<file path="src/rtl/pipe_stall_ctrl.sv">
// Hazard/stall controller: combinational load-use detection, a mul/div
// occupancy FSM that holds HI/LO readers and back-to-back mul/div, and a stall counter.
module pipe_stall_ctrl #(
  parameter int MUL_CYCLES = 4,
  parameter int DIV_CYCLES = 32
) (
  input  logic        clk,
  input  logic        clrn,
  input  logic [4:0]  id_rs,
  input  logic [4:0]  id_rt,
  input  logic        id_use_rs,
  input  logic        id_use_rt,
  input  logic        ex_wreg,
  input  logic        ex_m2reg,
  input  logic [4:0]  ex_rn,
  input  logic        id_md_start,
  input  logic        id_md_div,
  input  logic        id_use_hilo,
  input  logic        id_branch_taken,
  output logic        stall,
  output logic        bubble,
  output logic        flush_ifid,
  output logic        md_busy,
  output logic [31:0] stall_count
);

  typedef enum logic {IDLE = 1'b0, BUSY = 1'b1} state_t;

  localparam logic [5:0] MUL_LOAD = 6'(MUL_CYCLES - 1);
  localparam logic [5:0] DIV_LOAD = 6'(DIV_CYCLES - 1);

  state_t      state_q, state_d;
  logic [5:0]  cnt_q, cnt_d;
  logic [31:0] stall_count_q, stall_count_d;
  logic        lu, mdh, stall_int;

  always_comb begin
    lu = ex_m2reg & ex_wreg & (ex_rn != 5'd0) &
         ((id_use_rs & (id_rs == ex_rn)) | (id_use_rt & (id_rt == ex_rn)));
    mdh       = (state_q == BUSY) & (id_use_hilo | id_md_start);
    stall_int = lu | mdh;
  end

  // Outputs are gated by reset so a pipeline held in reset never sees a hold or flush.
  always_comb begin
    stall      = clrn & stall_int;
    bubble     = clrn & stall_int;
    flush_ifid = clrn & id_branch_taken & ~stall_int;
  end

  // A mul/div waiting in ID issues only from IDLE, so the BUSY->IDLE cycle never issues.
  always_comb begin
    state_d = state_q;
    cnt_d   = cnt_q;
    case (state_q)
      IDLE: if (id_md_start && !stall_int) begin
        state_d = BUSY;
        cnt_d   = id_md_div ? DIV_LOAD : MUL_LOAD;
      end
      BUSY: if (cnt_q != 6'd0) cnt_d = cnt_q - 6'd1;
            else state_d = IDLE;
      default: state_d = IDLE;
    endcase
  end

  always_comb begin
    stall_count_d = stall_count_q;
    if (stall_int && stall_count_q != 32'hFFFF_FFFF) stall_count_d = stall_count_q + 32'd1;
  end

  always_ff @(posedge clk or negedge clrn) begin
    if (!clrn) begin
      state_q       <= IDLE;
      cnt_q         <= 6'd0;
      stall_count_q <= 32'd0;
    end else begin
      state_q       <= state_d;
      cnt_q         <= cnt_d;
      stall_count_q <= stall_count_d;
    end
  end

  assign md_busy     = (state_q == BUSY);
  assign stall_count = stall_count_q;

endmodule

</file>
<file path="config.mk">
export PLATFORM = sky130hd
export DESIGN_NAME = pipe_stall_ctrl
export DESIGN_NICKNAME = d
export VERILOG_FILES = /design/src/rtl/pipe_stall_ctrl.sv
export SDC_FILE = /design/constraint.sdc
export NUM_CORES = 1
export LEC_CHECK = 0
export BUFFER_PORTS_ARGS = -buffer_cell sky130_fd_sc_hd__buf_2
export CORE_ASPECT_RATIO = 0.9
export CORE_UTILIZATION = 40
export CTS_BUF_LIST = sky130_fd_sc_hd__clkbuf_4 sky130_fd_sc_hd__clkbuf_8
export DETAILED_ROUTE_END_ITERATION = 12
export HOLD_SLACK_MARGIN = 0.1
export PLACE_DENSITY = 0.72
export SETUP_SLACK_MARGIN = 0.15
export SKIP_CTS_REPAIR_TIMING = 1
export SYNTH_ARGS = -nofsm -noshare
export SYNTH_HDL_FRONTEND = slang
export SYNTH_SLANG_ARGS = --single-unit
</file>
<file path="constraint.sdc">
create_clock -name clk -period 5.7 [get_ports clk]
set_input_delay 1.14 -clock clk [delete_from_list [all_inputs] [get_ports clk]]
set_output_delay 1.14 -clock clk [all_outputs]
set_load 0.03 [all_outputs]
</file>
Word level (Yosys, flattened, before mapping)
Cells that the tools add are included.
{ "totals": {"reg_bits": 39, "latchBits": 0, "mem_bits_rw": 0, "romBits": 0, "inputBits": 25, "out_inout_bits": 36, "wordCells": 37, "n_memories": 0} }
{ "op_classes": {"addsub": 2, "mul": 0, "n_div": 0, "n_lt_le_gt_ge": 0, "n_eq_ne": 5, "shifts": 0, "n_mux": 7, "n_bitwise": 14, "reduce_logical": 6} }
{ "ops": {"columns": ["operator", "n"], "rows": [
  ["adder 32 x 1 -> 32 bit (second input constant)", 1],
  ["inequality test 32 bit (second input constant)", 1],
  ["2-to-1 mux 6 bit", 2],
  ["case mux 6 bit (2 select lines)", 1],
  ["equality test 5 bit", 2],
  ["bitwise AND 1 bit", 9],
  ["nonzero test 6 bit", 1],
  ["subtractor 6 x 1 -> 6 bit (second input constant)", 1],
  ["2-to-1 mux 5 bit", 1],
  ["nonzero test 5 bit", 1],
  ["OR 1 bit", 3],
  ["logical AND 1 bit", 2],
  ["2-to-1 mux 1 bit", 2],
  ["inequality test 2 x 1 -> 1 bit (second input constant)", 1],
  ["inequality test 2 bit (second input constant)", 1],
  ["inverter 1 bit", 2],
  ["case mux 1 bit (2 select lines)", 1],
  ["AND reduction 2 bit", 1],
  ["zero test 1 bit", 1]
]} }

Depth between registers and ports, before layout
Gate-level depths: netlist of the first run.
{ "depth": {"ltp_word": 9, "ltp_mapped": 9, "depth_no_buf": 9} }

Worst setup path before layout of the first run
Ideal clock, no wire load.
{ "synth_path": {"kind": "input to output", "from": "input ex_rn[0]", "to": "output stall", "arrival_ps": 2536, "t_required_ps": 4560, "setup_slack_ps": 2024, "cell_stages": 5, "path_buffers": 1, "cell_sequence": "or3_1 > o311a_1 > a21oi_1 > and2b_1 > buf_4"} }
{ "synth_via": {"elab_chain_len": 6, "word_cells_on_any_way": 10, "cone_classes": "eq/ne (2); bitwise (7); reduce/logical (1)"} }
{ "synth_rtl": {"columns": ["item", "line_no", "rtl"], "rows": [
  ["from (decl)", "15", "input logic [4:0] ex_rn,"],
  ["equality test 5 bit", "39", "((id_use_rs & (id_rs == ex_rn)) | (id_use_rt & (id_rt == ex_rn)));"],
  ["bitwise AND 1 bit", "39", null],
  ["OR 1 bit", "39", null],
  ["bitwise AND 1 bit (*)", "38", "lu = ex_m2reg & ex_wreg & (ex_rn != 5'd0) &"],
  ["OR 1 bit (*)", "41", "stall_int = lu | mdh;"],
  ["bitwise AND 1 bit (*)", null, null],
  ["to (decl)", "20", "output logic stall,"]
]} }
Every way passes the cells marked *; elsewhere a longest branch is shown, timed or not.

Worst setup path in the final report of the first run
{ "layout_path": {"from": "input ex_rn[0]", "to": "output bubble"} }
{ "layout_via": {"elab_chain_len": 6, "word_cells_on_any_way": 10, "cone_classes": "eq/ne (2); bitwise (7); reduce/logical (1)"} }
{ "layout_rtl": {"columns": ["item", "line_no", "rtl"], "rows": [
  ["equality test 5 bit", "39", null],
  ["bitwise AND 1 bit", "39", null],
  ["OR 1 bit", "39", null],
  ["bitwise AND 1 bit (*)", "38", null],
  ["OR 1 bit (*)", "41", null],
  ["bitwise AND 1 bit (*)", "47", "bubble = clrn & stall_int;"],
  ["to (decl)", "21", "output logic bubble,"]
]} }
Marked as above.

==> results of run 1 <==
## logic make-up (layout without fill, tap and decap cells)
logic type      after synthesis  in the layout  synth area share
mux                           1              1           0.00536
simple gates                 92             92             0.239
fa+ha+maj                     2              2            0.0119
buf+inv                      17             79            0.0393
compound gates               17             17            0.0602
xor+xnor                     43             43             0.179
flops                        39             39             0.465
## registers in the layout (all words and copies together), names as in the netlist
register / cells
cnt_q: 6
md_busy: 1
stall_count: 32
## power breakdown
group	switching, W	internal, W
Clock	0.0000930	0.000115
Combinational	0.000194	0.000115
Sequential	0.0000660	0.000331
Total	0.000353	0.000560
## layer usage
layer | vias up | part of all wire | GRT usage
met3 | 7 | 0.044 | 0.0348
met1 | 802 | 0.50 | 0.245
met5 | - | 0 | 0
met2 | 38 | 0.45 | 0.248
li1 | 860 | - | -
met4 | 0 | 0.013 | 0.0617
## stage by stage
step | setup WS (ns) | total power (W) | util | std cells | hold slack [ns]
after floorplan | 2.02 | 0.000636 | - | 211 | 0.517
after global placement | 1.98 | 0.000706 | 0.493 | 330 | 0.467
after detailed placement | 1.96 | 0.000713 | 0.493 | 330 | 0.485
after CTS | 1.96 | 0.000922 | 0.514 | 338 | 0.495
after global routing | 1.88 | 0.000974 | 0.514 | 338 | 0.518
final | 1.97 | 0.000913 | 0.514 | 338 | 0.487
## synthesized netlist by cell type (2+ instances only)
cell type	count
dfrtp_1	39
xor2_1	25
nand2_1	19
xnor2_1	18
nor2_1	16
nor4_1	14
nand3_1	12
inv_1	11
nor3_1	9
nand4_1	7
a21oi_1	4
and3_1	4
buf_4	3
a22oi_1	2
and3_4	2
clkbuf_1	2
ha_1	2
o21ai_0	2
o31ai_1	2
or3_1	2
## area by class of cell
type                            instances  share of cell area
Inverter                               11              0.0162
Multi-Input combinational cell        155               0.410
Tap cell                               65              0.0320
Sequential cell                        39               0.383
Clock buffer                            8              0.0408
Timing Repair Buffer                   60               0.118
## worst max-delay path by stage
stage | startpoint | end | slack (ns)
after floorplan | ex_rn[0] | stall | 2.02
after global placement | ex_rn[0] | bubble | 1.98
after detailed placement | ex_rn[0] | bubble | 1.96
after CTS | ex_rn[0] | bubble | 1.96
after global routing | ex_rn[0] | bubble | 1.88
final | ex_rn[0] | bubble | 1.97
==> qor.txt, run 1 <==
Largest cells by area after synthesis: dfrtp_1 (46%), xor2_1 (10%), xnor2_1 (7.5%)
Avg Cell Area, Syn: 9.96 um2
# Max-Cap Violations: 0
Nets: 299
Antenna-violating nets left: 0
H-tree Lvls: 2
VDD IR max: 0.310 mV
Die span in x: 78.4 um
Via density per instance: 5.05
WHS Endpoint: stall_count[31]$_DFFE_PN0P_
Minimum clock period: 3.73 ns
Root buffer cell: clkbuf_8
Peak Freq: 268 MHz
CTS tree: built
Post-Syn Nets: 238
Maximum root-to-sink buffer count: 2
Dpl hpwl: 3.18 mm
Num CTS Buffers: 5
Cell mode on critical path: buf_2
Synth warnings: 0
Slowest stage cell, crit path: or3_1
Crit-path max cell delay: 0.38 ns
Gr usage total: 0.169
Reg clk slew, reported paths: 0.07 ns
CTS Sinks: 39
Crit path max-delay family: simple AND/OR/NAND/NOR gates
Reg2reg setup slack: 3.48 ns
Async set-or-reset flop fraction in the synthesized netlist: 1.00
Power density cells: 359 nW/um2
Most frequent cells in the layout: buf_2 (60), dfrtp_1 (39), xor2_1 (25), nand2_1 (19), xnor2_1 (18)
Worst Tran Pin Value: 0.887 ns
Post-synth top flop: dfrtp_1
Diode count: 0
Vias in the first global route: 1492
I/O Pins: 61
Most common cell after layout, fill and taps aside: buf_2
WL final: 4.39 mm
Setup TNS: 0 ns
Final hold violation count: 0
DRC errors left: 0
Final Cell Area: 2540 um2
Worst R2R Path Depth: 6
Initial antenna violation count: 0
Placed cell areas: 2440 um2
Relative slew slack: 0.409
Area occupied by registers: 976 um2
Cell count after synthesis: 211
GR Overflow Total: 0
Worst R2R End: stall_count[1]$_DFFE_PN0P_
CP arrival: 2.59 ns
Fin crit share: 0.655
Synth area leader: dfrtp_1
Vert. Die Dim: 70.8 um
Core ar.: 4950 um2
Status: finished clean
Routability cong.: 0.757
Reg2reg start: stall_count[3]$_DFFE_PN0P_
Critical path required time: 4.56 ns
Iteration-0 DRC Markers: 63
Clock latency on the worst-skew pair: 0.29 ns
Core Rows: 24
Leakage power: 1.31 nW
CP Max Fanout: 3
Starting Density: 0.424
Min-Delay Path Class: register to register
WL/cell: 13.0 um
Fillers: 458
Setup violators final: 0
Hold path start: stall_count[31]$_DFFE_PN0P_
Area fraction of the dominant cell type after synthesis: 0.465
First-pass GRT wire length: 7.29 mm
Synthesized area: 2100 um2
Worst setup EP type: primary output
Fraction of layout cells with a size suffix above 1: 0.271
Worst hold path stage count: 1
Clock skew: 0.00283 ns
Worst path cell trace: buf_2, or3_1, o311a_1, a21oi_1, and2b_1, buf_2
Multi-input logic area: 1040 um2
Routed vias: 1707
Drt pass-1 iters: 4
Die Footprint: 5550 um2
Largest net degree at the start of global routing: 42
Max Slew Vio Count: 0
IO buf count: 60
CP Class: input port to primary output
Register bit total from synthesis: 39
Area Overhead vs Synth: 21.1%
Startpoint Class: input port
EDFF count, synth: 0
Distinct cells, synth: 36
Worst Path Buf+Inv: 2
RSZ-0062 raised after global routing: false
Sequential cell area fraction in the yosys report: 0.465
Worst path depth: 6
Power figures use the tool's default switching activity.
==> inputs of run 2 (changes only) <==
--- a/config.mk
+++ b/config.mk
@@ -11,7 +11,7 @@
 export CTS_BUF_LIST = sky130_fd_sc_hd__clkbuf_4 sky130_fd_sc_hd__clkbuf_8
 export DETAILED_ROUTE_END_ITERATION = 12
 export HOLD_SLACK_MARGIN = 0.1
-export PLACE_DENSITY = 0.72
+export PLACE_DENSITY = 0.75
 export SETUP_SLACK_MARGIN = 0.15
 export SKIP_CTS_REPAIR_TIMING = 1
 export SYNTH_ARGS = -nofsm -noshare
==> constraint.sdc (replaced) <==
create_clock -name clk -period 3.2 [get_ports clk]
set_input_delay 0.64 -clock clk [delete_from_list [all_inputs] [get_ports clk]]
set_output_delay 0.64 -clock clk [all_outputs]
set_load 0.03 [all_outputs]
==> run 2 against run 1 <==
Net effect: sequential power is 79% higher; sequential share of layout area grew 0.11 points; utilization decreased by 0.15 points; first-iteration DRC count unchanged; combinational power up 79%; die area did not move.
==> qor.txt, run 2 (same netlist as run 1, synthesis figures left out) <==
Status: finished clean
Setup violators final: 0
RSZ-0062 raised after global routing: false
Core ar.: 4950 um2
CP Class: input port to primary output
VDD IR max: 0.420 mV
H-tree Lvls: 2
Combinational fraction of design power: 0.345
Final hold violation count: 0
Antenna-violating nets left: 0
Fin crit share: 0.858
GR Overflow Total: 0
Fraction of layout cells with a size suffix above 1: 0.274
Max Slew Vio Count: 0
Root buffer cell: clkbuf_8
Critical path required time: 2.56 ns
Minimum clock period: 2.75 ns
Diode count: 0
Nets: 300
Via density per instance: 5.06
Final core utilization: 0.512
Clock skew: 0.00528 ns
Fillers: 480
WL final: 4.42 mm
Routed vias: 1714
Peak Freq: 364 MHz
Starting Density: 0.424
Core Rows: 24
Clock latency on the worst-skew pair: 0.29 ns
Iteration-0 DRC Markers: 63
Num CTS Buffers: 5
# Max-Cap Violations: 0
Cell Int Power: 0.000964 W
Vert. Die Dim: 70.8 um
Setup TNS: 0 ns
Flop pwr share: 0.443
WL/cell: 13.0 um
CTS tree: built
Vias in the first global route: 1667
IO buf count: 60
I/O Pins: 61
Power density cells: 630 nW/um2
Worst Tran Pin Value: 0.645 ns
Max reg flops: 32
CP arrival: 2.11 ns
Initial antenna violation count: 0
DRC errors left: 0
Most common cell after layout, fill and taps aside: buf_2
Routability cong.: 0.801
Worst setup EP type: primary output
Most frequent cells in the layout: buf_2 (60), dfrtp_1 (39), xor2_1 (25), nand2_1 (19), xnor2_1 (18)
Reg clk slew, reported paths: 0.08 ns
Largest net degree at the start of global routing: 33
Leakage power: 1.31 nW
Psw: 0.000635 W
Die Footprint: 5550 um2
Area Overhead vs Synth: 20.8%
CTS Sinks: 39
Dpl hpwl: 3.28 mm
Startpoint Class: input port
Die span in x: 78.4 um
Sw frac: 0.397
First-pass GRT wire length: 7.44 mm
Maximum root-to-sink buffer count: 2
Clock share of power: 0.212
Gr usage total: 0.170
CP Max Fanout: 3
Relative slew slack: 0.566
Drt pass-1 iters: 4
Min-Delay Path Class: input port to async pin
[run 2: cell types whose count changed in the layout (fill, tap and decap cells not counted), sizes merged]
cell	change
buf	+1
clkbuf	-1
clkinv	+1
[run 2: metrics by stage]
stage          hold slack (ns)  total power [W]  std cells  instance area (um2)  setup slack, ns
2_1_floorplan            0.344          0.00113        211                 2100            0.524
3_3_place_gp             0.479          0.00126        331                 2450            0.473
3_5_place_dp             0.490          0.00127        331                 2450            0.457
4_1_cts                  0.296          0.00162        339                 2540            0.458
5_1_grt                  0.306          0.00171        339                 2540            0.331
6_report                 0.290          0.00160        339                 2540            0.454
[run 2: power groups by stage]
stage / Sequential [W] / Clock, W / Combinational, W
floorplan: 0.000794 / 0 / 0.000339
global placement: 0.000715 / 0 / 0.000542
detailed placement: 0.000719 / 0 / 0.000556
CTS: 0.000709 / 0.000348 / 0.000559
global route: 0.000727 / 0.000369 / 0.000613
finish: 0.000709 / 0.000338 / 0.000552
[run 2: final cells by class]
type | instances | area (um2) | share of cell area
clock inverters | 1 | 5.00 | 0.00197
inverters | 11 | 41.3 | 0.0163
multi-input cells | 155 | 1040 | 0.411
repair buffers | 61 | 308 | 0.121
clock buffers | 7 | 83.8 | 0.0330
flip-flops and latches | 39 | 976 | 0.385
well taps | 65 | 81.3 | 0.0321
[run 2: path summary, 6_finish.rpt]
check	from	to	slack [ns]	cells after the start
min in group clk	stall_count[31]$_DFFE_PN0P_	stall_count[31]$_DFFE_PN0P_	0.49	1
hold / removal	clrn	stall_count[13]$_DFFE_PN0P_	0.29	1
max in group asynchronous	clrn	stall_count[26]$_DFFE_PN0P_	2.26	2
setup / recovery	ex_rn[0]	flush_ifid	0.45	6
hold reg to reg	stall_count[31]$_DFFE_PN0P_	stall_count[31]$_DFFE_PN0P_	0.49	1
setup reg to reg	stall_count[3]$_DFFE_PN0P_	stall_count[1]$_DFFE_PN0P_	0.99	6
[run 2: worst max-delay path, stage by stage]
cell and delay, ns:
buf_2 0.12, or3_1 0.38, o311a_1 0.32, a21oi_1 0.25
and3_1 0.20, buf_2 0.19
[run 2: layer usage]
layer | share of wire | routed length, um | up-vias | global-route usage
met4 | 0.012 | 53 | 0 | 0.0638
li1 | - | - | 860 | -
met2 | 0.48 | 2140 | 30 | 0.285
met5 | 0 | 0 | - | 0
met3 | 0.031 | 135 | 4 | 0.0335
met1 | 0.47 | 2100 | 820 | 0.219
==> inputs of run 3 (changes only) <==
--- a/config.mk
+++ b/config.mk
@@ -5,7 +5,7 @@
 export SDC_FILE = /design/constraint.sdc
 export NUM_CORES = 1
 export LEC_CHECK = 0
-export BUFFER_PORTS_ARGS = -buffer_cell sky130_fd_sc_hd__buf_2
+export BUFFER_PORTS_ARGS = -buffer_cell sky130_fd_sc_hd__clkbuf_2
 export CORE_ASPECT_RATIO = 0.9
 export CORE_UTILIZATION = 40
 export CTS_BUF_LIST = sky130_fd_sc_hd__clkbuf_4 sky130_fd_sc_hd__clkbuf_8
==> run 3 against run 2 <==
Net effect: global-route usage is 0.051 points higher; fmax is 0.58% lower; final cell count stayed put; sequential power hardly changed.
==> qor.txt, run 3 (same netlist as run 1, synthesis figures left out) <==
Max Slew Vio Count: 0
# Max-Cap Violations: 0
Antenna-violating nets left: 0
Fraction of layout cells with a size suffix above 1: 0.274
Setup TNS: 0 ns
Dpl hpwl: 3.23 mm
CTS Sinks: 39
Max reg flops: 32
Core ar.: 4950 um2
Num CTS Buffers: 5
H-tree Lvls: 2
Iteration-0 DRC Markers: 129
Setup violators final: 0
VDD IR max: 0.465 mV
Critical Path Source: ex_rn[0]
Reg2reg setup slack: 1.02 ns
Min-Delay Path Class: input port to async pin
Worst setup EP type: primary output
CTS tree: built
DRC errors left: 0
M2 GR Usage: 0.282
Maximum root-to-sink buffer count: 2
Crit path max-delay family: simple AND/OR/NAND/NOR gates
Minimum clock period: 2.76 ns
Largest net degree at the start of global routing: 33
Most frequent cells in the layout: clkbuf_2 (60), dfrtp_1 (39), xor2_1 (25), nand2_1 (19), xnor2_1 (18)
GRT Max-Usage Layer: met2
Initial antenna violation count: 0
Crit-path max cell delay: 0.38 ns
Die span in x: 78.4 um
Cell mode on critical path: clkbuf_2
Routability cong.: 0.804
Status: finished clean
Vias in the first global route: 1671
GR Overflow Total: 0
Relative slew slack: 0.573
Core Rows: 24
Starting Density: 0.424
RSZ-0062 raised after global routing: false
IO buf count: 60
GR Util met1: 0.220
Leakage power: 1.31 nW
CP Class: input port to primary output
Startpoint Class: input port
Clock latency on the worst-skew pair: 0.29 ns
Root buffer cell: clkbuf_8
WL/cell: 12.6 um
Via density per instance: 5.01
CP arrival: 2.12 ns
Diode count: 0
Worst Tran Pin Value: 0.639 ns
WL final: 4.28 mm
Pre-CTS setup slack: 0.435 ns
Reg2reg start: stall_count[3]$_DFFE_PN0P_
Power density cells: 638 nW/um2
Gr usage total: 0.171
Fin crit share: 0.863
Slowest stage cell, crit path: or3_1
Worst path cell trace: clkbuf_2, or3_1, o311a_1, a21oi_1, and2b_1, clkbuf_2
Area Overhead vs Synth: 21.5%
Peak Freq: 362 MHz
I/O Pins: 61
Most common cell after layout, fill and taps aside: clkbuf_2
Clock skew: 0.00339 ns
Reg clk slew, reported paths: 0.07 ns
Worst Path Buf+Inv: 2
Vert. Die Dim: 70.8 um
Drt pass-1 iters: 4
Fillers: 464
Critical path required time: 2.56 ns
Final hold violation count: 0
Routed vias: 1698
Die Footprint: 5550 um2
GR Layer Usage met3: 0.0323
Setup slack after layout: 0.438 ns
Nets: 300
CP Max Fanout: 3
First-pass GRT wire length: 7.42 mm
==> run 3: changes by cell type in the layout (fill, tap and decap cells not counted) <==
cell	delta
clkbuf_2	+60
clkinv_2	-1
buf_2	-60
clkbuf_4	-1
clkbuf_8	+2
==> run 3: power breakdown <==
group / switching, W / total [W] / internal, W
registers: 0.000120 / 0.000709 / 0.000589
clock network: 0.000161 / 0.000366 / 0.000205
logic: 0.000349 / 0.000553 / 0.000204
total: 0.000630 / 0.00163 / 0.000998
==> run 3: cell type report <==
class                   instances  area (um2)  share of cell area
repair buffers                 61         308               0.121
flip-flops and latches         39         976               0.382
clock buffers                   8         104              0.0407
inverters                      11        41.3              0.0162
multi-input cells             155        1040               0.408
well taps                      65        81.3              0.0319
==> run 3: metal layers <==
metal / up-vias / share of wire
li1: 862 / -
met1: 794 / 0.48
met2: 33 / 0.46
met3: 9 / 0.036
met4: 0 / 0.019
met5: - / 0
==> run 3: worst paths after layout <==
check,endpoint,depth (start not counted)
max in group asynchronous,stall_count[30]$_DFFE_PN0P_,2
min in group clk,stall_count[31]$_DFFE_PN0P_,1
setup reg to reg,stall_count[1]$_DFFE_PN0P_,6
hold reg to reg,stall_count[31]$_DFFE_PN0P_,1
setup / recovery,bubble,6
hold / removal,cnt_q[2]$_DFFE_PN0P_,1
==> run 3: metrics by stage <==
| step | instances | total power (W) | area (um2) | util | hold WS [ns] |
|---|---|---|---|---|---|
| 2_1_floorplan | 211 | 0.00113 | 2100 | - | 0.344 |
| 3_3_place_gp | 331 | 0.00126 | 2450 | 0.494 | 0.485 |
| 3_5_place_dp | 331 | 0.00128 | 2450 | 0.494 | 0.485 |
| 4_1_cts | 339 | 0.00165 | 2550 | 0.515 | 0.296 |
| 5_1_grt | 339 | 0.00173 | 2550 | 0.515 | 0.313 |
| 6_report | 339 | 0.00163 | 2550 | 0.515 | 0.288 |
